**config.mk**
```make
export PLATFORM = sky130hd
export DESIGN_NAME = spi_master_multi
export DESIGN_NICKNAME = d
export VERILOG_FILES = /design/src/rtl/spi_pkg.sv /design/src/rtl/spi_clk_gen.sv /design/src/rtl/spi_master_multi.sv
export SDC_FILE = /design/constraint.sdc
export NUM_CORES = 1
export LEC_CHECK = 0
export CAP_MARGIN = 20
export CELL_PAD_IN_SITES_DETAIL_PLACEMENT = 2
export CELL_PAD_IN_SITES_GLOBAL_PLACEMENT = 2
export CORE_MARGIN = 5
export CORE_UTILIZATION = 37
export CTS_CLUSTER_DIAMETER = 40
export DETAILED_ROUTE_END_ITERATION = 7
export MAX_ROUTING_LAYER = met4
export PLACE_DENSITY_LB_ADDON = 0.12
export SETUP_SLACK_MARGIN = 0.4
export SLEW_MARGIN = 20
export SYNTH_ARGS = -nofsm -noshare
export SYNTH_HDL_FRONTEND = slang
export SYNTH_SLANG_ARGS = --single-unit
export TNS_END_PERCENT = 20
```
**constraint.sdc**
```tcl
create_clock -name clk -period 3.45 [get_ports clk]
set_input_delay 0.345 -clock clk [delete_from_list [all_inputs] [get_ports clk]]
set_output_delay 0.345 -clock clk [all_outputs]
set_load 0.02 [all_outputs]
```
**src/rtl/spi_pkg.sv**
```systemverilog
// ----------------------------------------------------------------------------
// spi_pkg
// Shared types for the SPI master and its clock divider.
//   state_t    : transfer sequencer states
//   spi_mode_t : {cpol, cpha} pair latched with each command
//   MODE0..3   : the four standard SPI modes
// ----------------------------------------------------------------------------
package spi_pkg;

    typedef enum logic [2:0] {
        IDLE,
        SETUP,
        XFER,
        HOLD,
        DONE
    } state_t;

    typedef struct packed {
        logic cpol;
        logic cpha;
    } spi_mode_t;

    localparam spi_mode_t MODE0 = '{cpol: 1'b0, cpha: 1'b0};
    localparam spi_mode_t MODE1 = '{cpol: 1'b0, cpha: 1'b1};
    localparam spi_mode_t MODE2 = '{cpol: 1'b1, cpha: 1'b0};
    localparam spi_mode_t MODE3 = '{cpol: 1'b1, cpha: 1'b1};

endpackage

```
**src/rtl/spi_clk_gen.sv**
```systemverilog
// ----------------------------------------------------------------------------
// spi_clk_gen
// Half-period tick generator for SPI serial clocks.
// A tick is asserted for one clk cycle every div+1 cycles. Asserting restart
// makes the next cycle the first cycle of a fresh half-period.
// Ports:
//   clk     : system clock
//   rst     : asynchronous active-low reset
//   restart : begin a new half-period on the next cycle
//   div     : half-period length minus one, in clk cycles
//   tick    : high in the last cycle of each half-period
// ----------------------------------------------------------------------------
module spi_clk_gen #(
    parameter int DIV_W = 8
) (
    input  logic             clk,
    input  logic             rst,
    input  logic             restart,
    input  logic [DIV_W-1:0] div,
    output logic             tick
);

    logic [DIV_W-1:0] cnt;

    assign tick = (cnt == div);

    // restart wins over tick so that a state change always begins a full
    // half-period, whatever the counter was doing before
    always_ff @(posedge clk or negedge rst) begin
        if (!rst) begin
            cnt <= '0;
        end else if (restart || tick) begin
            cnt <= '0;
        end else begin
            cnt <= cnt + DIV_W'(1);
        end
    end

endmodule

```
**src/rtl/spi_master_multi.sv**
```systemverilog
// ----------------------------------------------------------------------------
// spi_master_multi
// Parametrised full-duplex SPI master, MSB first, one word per slave select.
// Mode (cpol/cpha), slave index and divider are latched with each command.
// A transfer keeps its slave select low for (2*WIDTH+2)*(clk_div+1) cycles:
// one setup half-period, 2*WIDTH clock half-periods, one hold half-period.
// Optional build macro: SPI_LOOPBACK_EN adds a 'loopback' input that feeds the
// registered mosi back as the sample source instead of miso.
// Ports:
//   clk, rst             : system clock, asynchronous active-low reset
//   tx_valid / tx_ready  : command handshake (accept when both high)
//   tx_data, tx_ss       : word to send and slave index
//   cpol, cpha, clk_div  : mode and half-period (clk_div+1 cycles)
//   rx_valid, rx_data    : one-cycle pulse with the received word
//   busy                 : transfer in progress
//   sclk, mosi, miso     : SPI serial lines
//   ss_n                 : active-low slave selects
//   loopback             : (SPI_LOOPBACK_EN only) internal mosi->miso path
// ----------------------------------------------------------------------------
module spi_master_multi
    import spi_pkg::*;
#(
    parameter int  WIDTH  = 8,
    parameter int  NUM_SS = 4,
    parameter int  DIV_W  = 8,
    localparam int SS_W   = (NUM_SS > 1) ? $clog2(NUM_SS) : 1
) (
    input  logic              clk,
    input  logic              rst,
    input  logic              tx_valid,
    output logic              tx_ready,
    input  logic [WIDTH-1:0]  tx_data,
    input  logic [SS_W-1:0]   tx_ss,
    input  logic              cpol,
    input  logic              cpha,
    input  logic [DIV_W-1:0]  clk_div,
    output logic              rx_valid,
    output logic [WIDTH-1:0]  rx_data,
    output logic              busy,
    output logic              sclk,
    output logic              mosi,
    input  logic              miso,
`ifdef SPI_LOOPBACK_EN
    input  logic              loopback,
`endif
    output logic [NUM_SS-1:0] ss_n
);

    localparam int EW = $clog2(2 * WIDTH + 1);

    state_t            state;
    state_t            next_state;
    spi_mode_t         mode_q;
    logic [DIV_W-1:0]  div_q;
    logic [SS_W-1:0]   ss_q;
    logic [WIDTH-1:0]  tx_shift;
    logic [WIDTH-1:0]  rx_shift;
    logic [EW-1:0]     edge_cnt;
    logic              tick;
    logic              accept;
    logic              state_change;
    logic              last_edge;
    logic              odd_edge;
    logic              sample_edge;
    logic              drive_edge;
    logic              miso_src;

    assign accept       = tx_valid && tx_ready;
    assign state_change = (next_state != state);
    assign last_edge    = (edge_cnt == EW'(2 * WIDTH - 1));
    // edge_cnt counts completed edges, so the edge about to happen is
    // edge_cnt+1; it is odd when edge_cnt is even
    assign odd_edge     = ~edge_cnt[0];
    assign sample_edge  = mode_q.cpha ? ~odd_edge : odd_edge;
    // in mode cpha=0 the MSB is already on mosi, and the final edge only
    // returns sclk to idle, so it must not shift a further bit out
    assign drive_edge   = mode_q.cpha ? odd_edge : (~odd_edge && !last_edge);

`ifdef SPI_LOOPBACK_EN
    assign miso_src = loopback ? mosi : miso;
`else
    assign miso_src = miso;
`endif

    spi_clk_gen #(
        .DIV_W(DIV_W)
    ) u_clk_gen (
        .clk    (clk),
        .rst    (rst),
        .restart(state_change),
        .div    (div_q),
        .tick   (tick)
    );

    // State register
    always_ff @(posedge clk or negedge rst) begin
        if (!rst) begin
            state <= IDLE;
        end else begin
            state <= next_state;
        end
    end

    // Next-state logic; DONE can accept a new command directly
    always_comb begin
        next_state = state;
        case (state)
            IDLE:    if (accept) next_state = SETUP;
            SETUP:   if (tick) next_state = XFER;
            XFER:    if (tick && last_edge) next_state = HOLD;
            HOLD:    if (tick) next_state = DONE;
            DONE:    next_state = accept ? SETUP : IDLE;
            default: next_state = IDLE;
        endcase
    end

    // Output decode; an out-of-range slave index matches no select line
    always_comb begin
        tx_ready = 1'b0;
        busy     = 1'b0;
        rx_valid = 1'b0;
        ss_n     = '1;
        case (state)
            IDLE: begin
                tx_ready = rst;
            end
            SETUP, XFER, HOLD: begin
                busy = 1'b1;
                for (int i = 0; i < NUM_SS; i++) begin
                    if (ss_q == SS_W'(i)) begin
                        ss_n[i] = 1'b0;
                    end
                end
            end
            DONE: begin
                tx_ready = 1'b1;
                rx_valid = 1'b1;
            end
            default: ;
        endcase
    end

    // Command latch, serial clock, shift registers and received word
    always_ff @(posedge clk or negedge rst) begin
        if (!rst) begin
            mode_q   <= MODE0;
            div_q    <= '0;
            ss_q     <= '0;
            tx_shift <= '0;
            rx_shift <= '0;
            rx_data  <= '0;
            edge_cnt <= '0;
            sclk     <= 1'b0;
            mosi     <= 1'b0;
        end else if (accept) begin
            mode_q   <= '{cpol: cpol, cpha: cpha};
            div_q    <= clk_div;
            ss_q     <= tx_ss;
            edge_cnt <= '0;
            sclk     <= cpol;
            if (!cpha) begin
                mosi     <= tx_data[WIDTH-1];
                tx_shift <= {tx_data[WIDTH-2:0], 1'b0};
            end else begin
                tx_shift <= tx_data;
            end
        end else if (state == XFER && tick) begin
            sclk     <= ~sclk;
            edge_cnt <= edge_cnt + EW'(1);
            if (sample_edge) begin
                rx_shift <= {rx_shift[WIDTH-2:0], miso_src};
            end
            if (drive_edge) begin
                mosi     <= tx_shift[WIDTH-1];
                tx_shift <= {tx_shift[WIDTH-2:0], 1'b0};
            end
        end else if (state == HOLD && tick) begin
            sclk    <= mode_q.cpol;
            rx_data <= rx_shift;
        end
    end

endmodule

```
==> metrics.md <==
| Metric | Value |
|---|---|
| Crit Path Class | `reg -> reg` |
| Clock skew | `6.69 ps` |
| Antenna-violating nets left | `0` |
| Synth warn | `0` |
| Most used cell, CP | `ha_1` |
| Synth unique cells | `43` |
| Seq/Total Area, Yosys | `49.0%` |
| Via Count | `2076` |
| Worst-Skew Late Latency | `310 ps` |
| Total Nets Final | `321` |
| Cts hold-fix bufs | `0` |
| GR Overflow Total | `0` |
| Max Cap Viol | `0` |
| Slew headroom | `32.3%` |
| Hold Fails Final Rpt | `0` |
| FMAX | `398 MHz` |
| Initial detailed-routing violation count | `41` |
| Number of global-route vias before repair | `2251` |
| Buf/Inv on CP | `0` |
| Syn nets | `285` |
| Die ar. | `0.00929 mm²` |
| CTS max path bufs | `2` |
| Drt first pass iters | `6` |
| Status | `completed` |
| RSZ-0062 raised after global routing | `no` |
| Worst path cell trace | `ha_1 > and3_1 > ha_1 > nor3b_1 > o2111ai_2 > or3_1 > o211ai_1` |
| Pwr dens | `750 mW/mm²` |
| # diodes | `0` |
| Static Leak | `0.00141 µW` |
| Final worst-path cycle share | `72.9%` |
| Worst setup SP type | `flop` |
| Clock transition at path regs | `100 ps` |
| Fillers | `764` |
| Post-synthesis average cell area | `10.7 µm²` |
| Min Hold Slack | `214 ps` |
| Initial antenna violation count | `0` |
| Worst setup path startpoint | `edge_cnt[0]` |
| Worst Path Arrival | `2740 ps` |
| Cell family with most CP delay | `simple AND/OR/NAND/NOR gates` |
| Reg2reg start | `edge_cnt[0]` |
| Main flop type after synthesis | `dfrtp_1` |
| Max IR drop VDD | `296 µV` |
| Clock root cell | `clkbuf_8` |
| Num rows | `31` |
| Total wire length | `7.07 mm` |
| Largest stage delay, worst path | `540 ps` |
| Mapped Area | `0.00276 mm²` |
| Starting Density | `38.1%` |
| Share of cells above drive strength 1 | `15.6%` |
| DRC viols | `0` |
| Global-route wire length before repair | `11.6 mm` |
| CTS resizes | `0` |
| Worst setup EP type | `flop` |
| Die height | `96.4 µm` |
| Final Critical Period | `2520 ps` |
| # setup viols final | `0` |
| I/O Pins | `41` |
| Area grow syn2layout | `20.4%` |
| Actual transition at the worst max-transition pin | `1020 ps` |
| CTS buffer count | `5` |
| Post-synth EDFFs | `0` |
| Total negative setup slack | `0 ps` |
| Flops & latches, synth | `54` |
| HP Class | `in -> async` |
| Worst-path maximum fanout | `10` |
| Slew Viols, Final | `0` |
| Post-CTS Setup Inserts | `0` |
| CTS tree | `built` |
| Tot GR Track Use | `16.9%` |
| I/O Buffers | `40` |
| CTS sink count | `54` |
| Worst path slowest cell | `or3_1` |
| Global placer's final weighted congestion | `0.719` |
| CORE AREA | `0.00725 mm²` |
| Die W | `96.4 µm` |
| Largest net degree at the start of global routing | `55` |
| Via density | `5.27` |
| Routed len/inst | `17.9 µm` |
| Cells after synthesis | `258` |
| Asr flop ratio synth | `100%` |
| CTS H-tree depth | `2` |
| WP data required | `3670 ps` |
| DP Wirelength | `5.06 mm` |
## cell usage after synthesis, types with 2 or more instances
cell type,n,area [µm²]
a211oi_1,2,15.0
a21oi_1,4,20.0
and2_1,2,12.5
and3_1,5,31.3
buf_2,3,15.0
clkbuf_1,8,30.0
dfrtp_1,54,1350
ha_1,3,37.5
inv_1,5,18.8
mux2_2,8,90.1
mux2_4,8,120
mux2i_1,2,20.0
nand2_1,48,180
nand2b_1,2,12.5
nand3_1,10,50.1
nand3b_1,2,15.0
nand4_1,3,18.8
nor2_1,10,37.5
nor3_1,4,20.0
nor4_1,2,12.5
o211ai_1,17,128
o21ai_0,2,10.0
o311ai_0,9,78.8
o31ai_1,3,22.5
or2_2,8,50.1
or3_1,2,12.5
or4_1,4,30.0
xnor2_1,3,26.3
xnor2_2,6,97.6
xor2_1,6,52.6
## cell type report
cell class,instances,area (µm²),share of cell area [%]
well taps,99,124,3.73
inverters,6,22.5,0.677
flip-flops and latches,54,1350,40.6
clock buffers,5,68.8,2.07
multi-input cells,185,1330,39.9
repair buffers,42,410,12.3
clock inverters,3,21.3,0.640
## through the flow
step                setup slack [ps]  cell area (µm²)  total power [µW]  util (%)  cells
finish                           935             3320              2490      45.8    394
global route                     717             3320              2680      45.8    394
CTS                              908             3320              2540      45.8    394
detailed placement               946             3230              2160      44.6    386
global placement                 982             3230              2110      44.6    386
floorplan                       1270             2760              1770         -    258
## layer usage
| metal | track usage (%) | share of wire (%) | vias up |
|---|---|---|---|
| met5 | - | 0 | - |
| met4 | 5.26 | 1.3 | 0 |
| met3 | 3.10 | 2.8 | 6 |
| met2 | 27.3 | 48 | 31 |
| met1 | 21.6 | 48 | 1041 |
| li1 | - | - | 998 |
## cells by family after synthesis
family          after synthesis  synth area share [%]
xor+xnor                     15                  6.39
simple gates                109                  20.9
mux                          18                  8.34
flops                        54                  49.0
buf+inv                      19                  2.99
fa+ha+maj                     3                  1.36
compound gates               40                  11.1
## worst paths after layout
check                              endpoint  slack, ps  cells after the start
max in group asynchronous       rx_shift[7]       2760                      2
min in group clk                  mode_q[1]        510                      2
worst max-delay path            tx_shift[7]        930                      7
worst max register to register  tx_shift[7]        930                      7
worst min register to register    mode_q[1]        510                      2
worst min-delay path            tx_shift[6]        210                      2
## flip-flops by register name, indices dropped and copies added, names as in the netlist
register and flops:
rx_data 8, mosi 1, div_q 8, u_clk_gen.cnt 8
sclk 1, tx_shift 8, mode_q 2, rx_shift 8
state 3, ss_q 2, edge_cnt 5
## report_power, final
part	internal (µW)	leakage, µW	total, µW	switching [µW]
sequential	841	0.000670	1060	219
combinational	467	0.000700	1070	604
clock	143	0.0000441	363	220
## cell usage in the layout, fill, tap and decap left out, drive strengths merged, types with 3 or more instances in the layout
cell type,instances
nand4,4
and3,5
a21oi,4
nor4,3
buf,3
xnor2,9
clkbuf,5
clkdlybuf4s50,39
dfrtp,54
o311ai,9
nor3,4
or4,4
ha,3
o211ai,17
nor2,10
clkinv,3
o31ai,3
or2,8
nand2,48
inv,5
nand3,11
xor2,6
mux2,16
No activity file was read; power rests on OpenSTA's default activity.
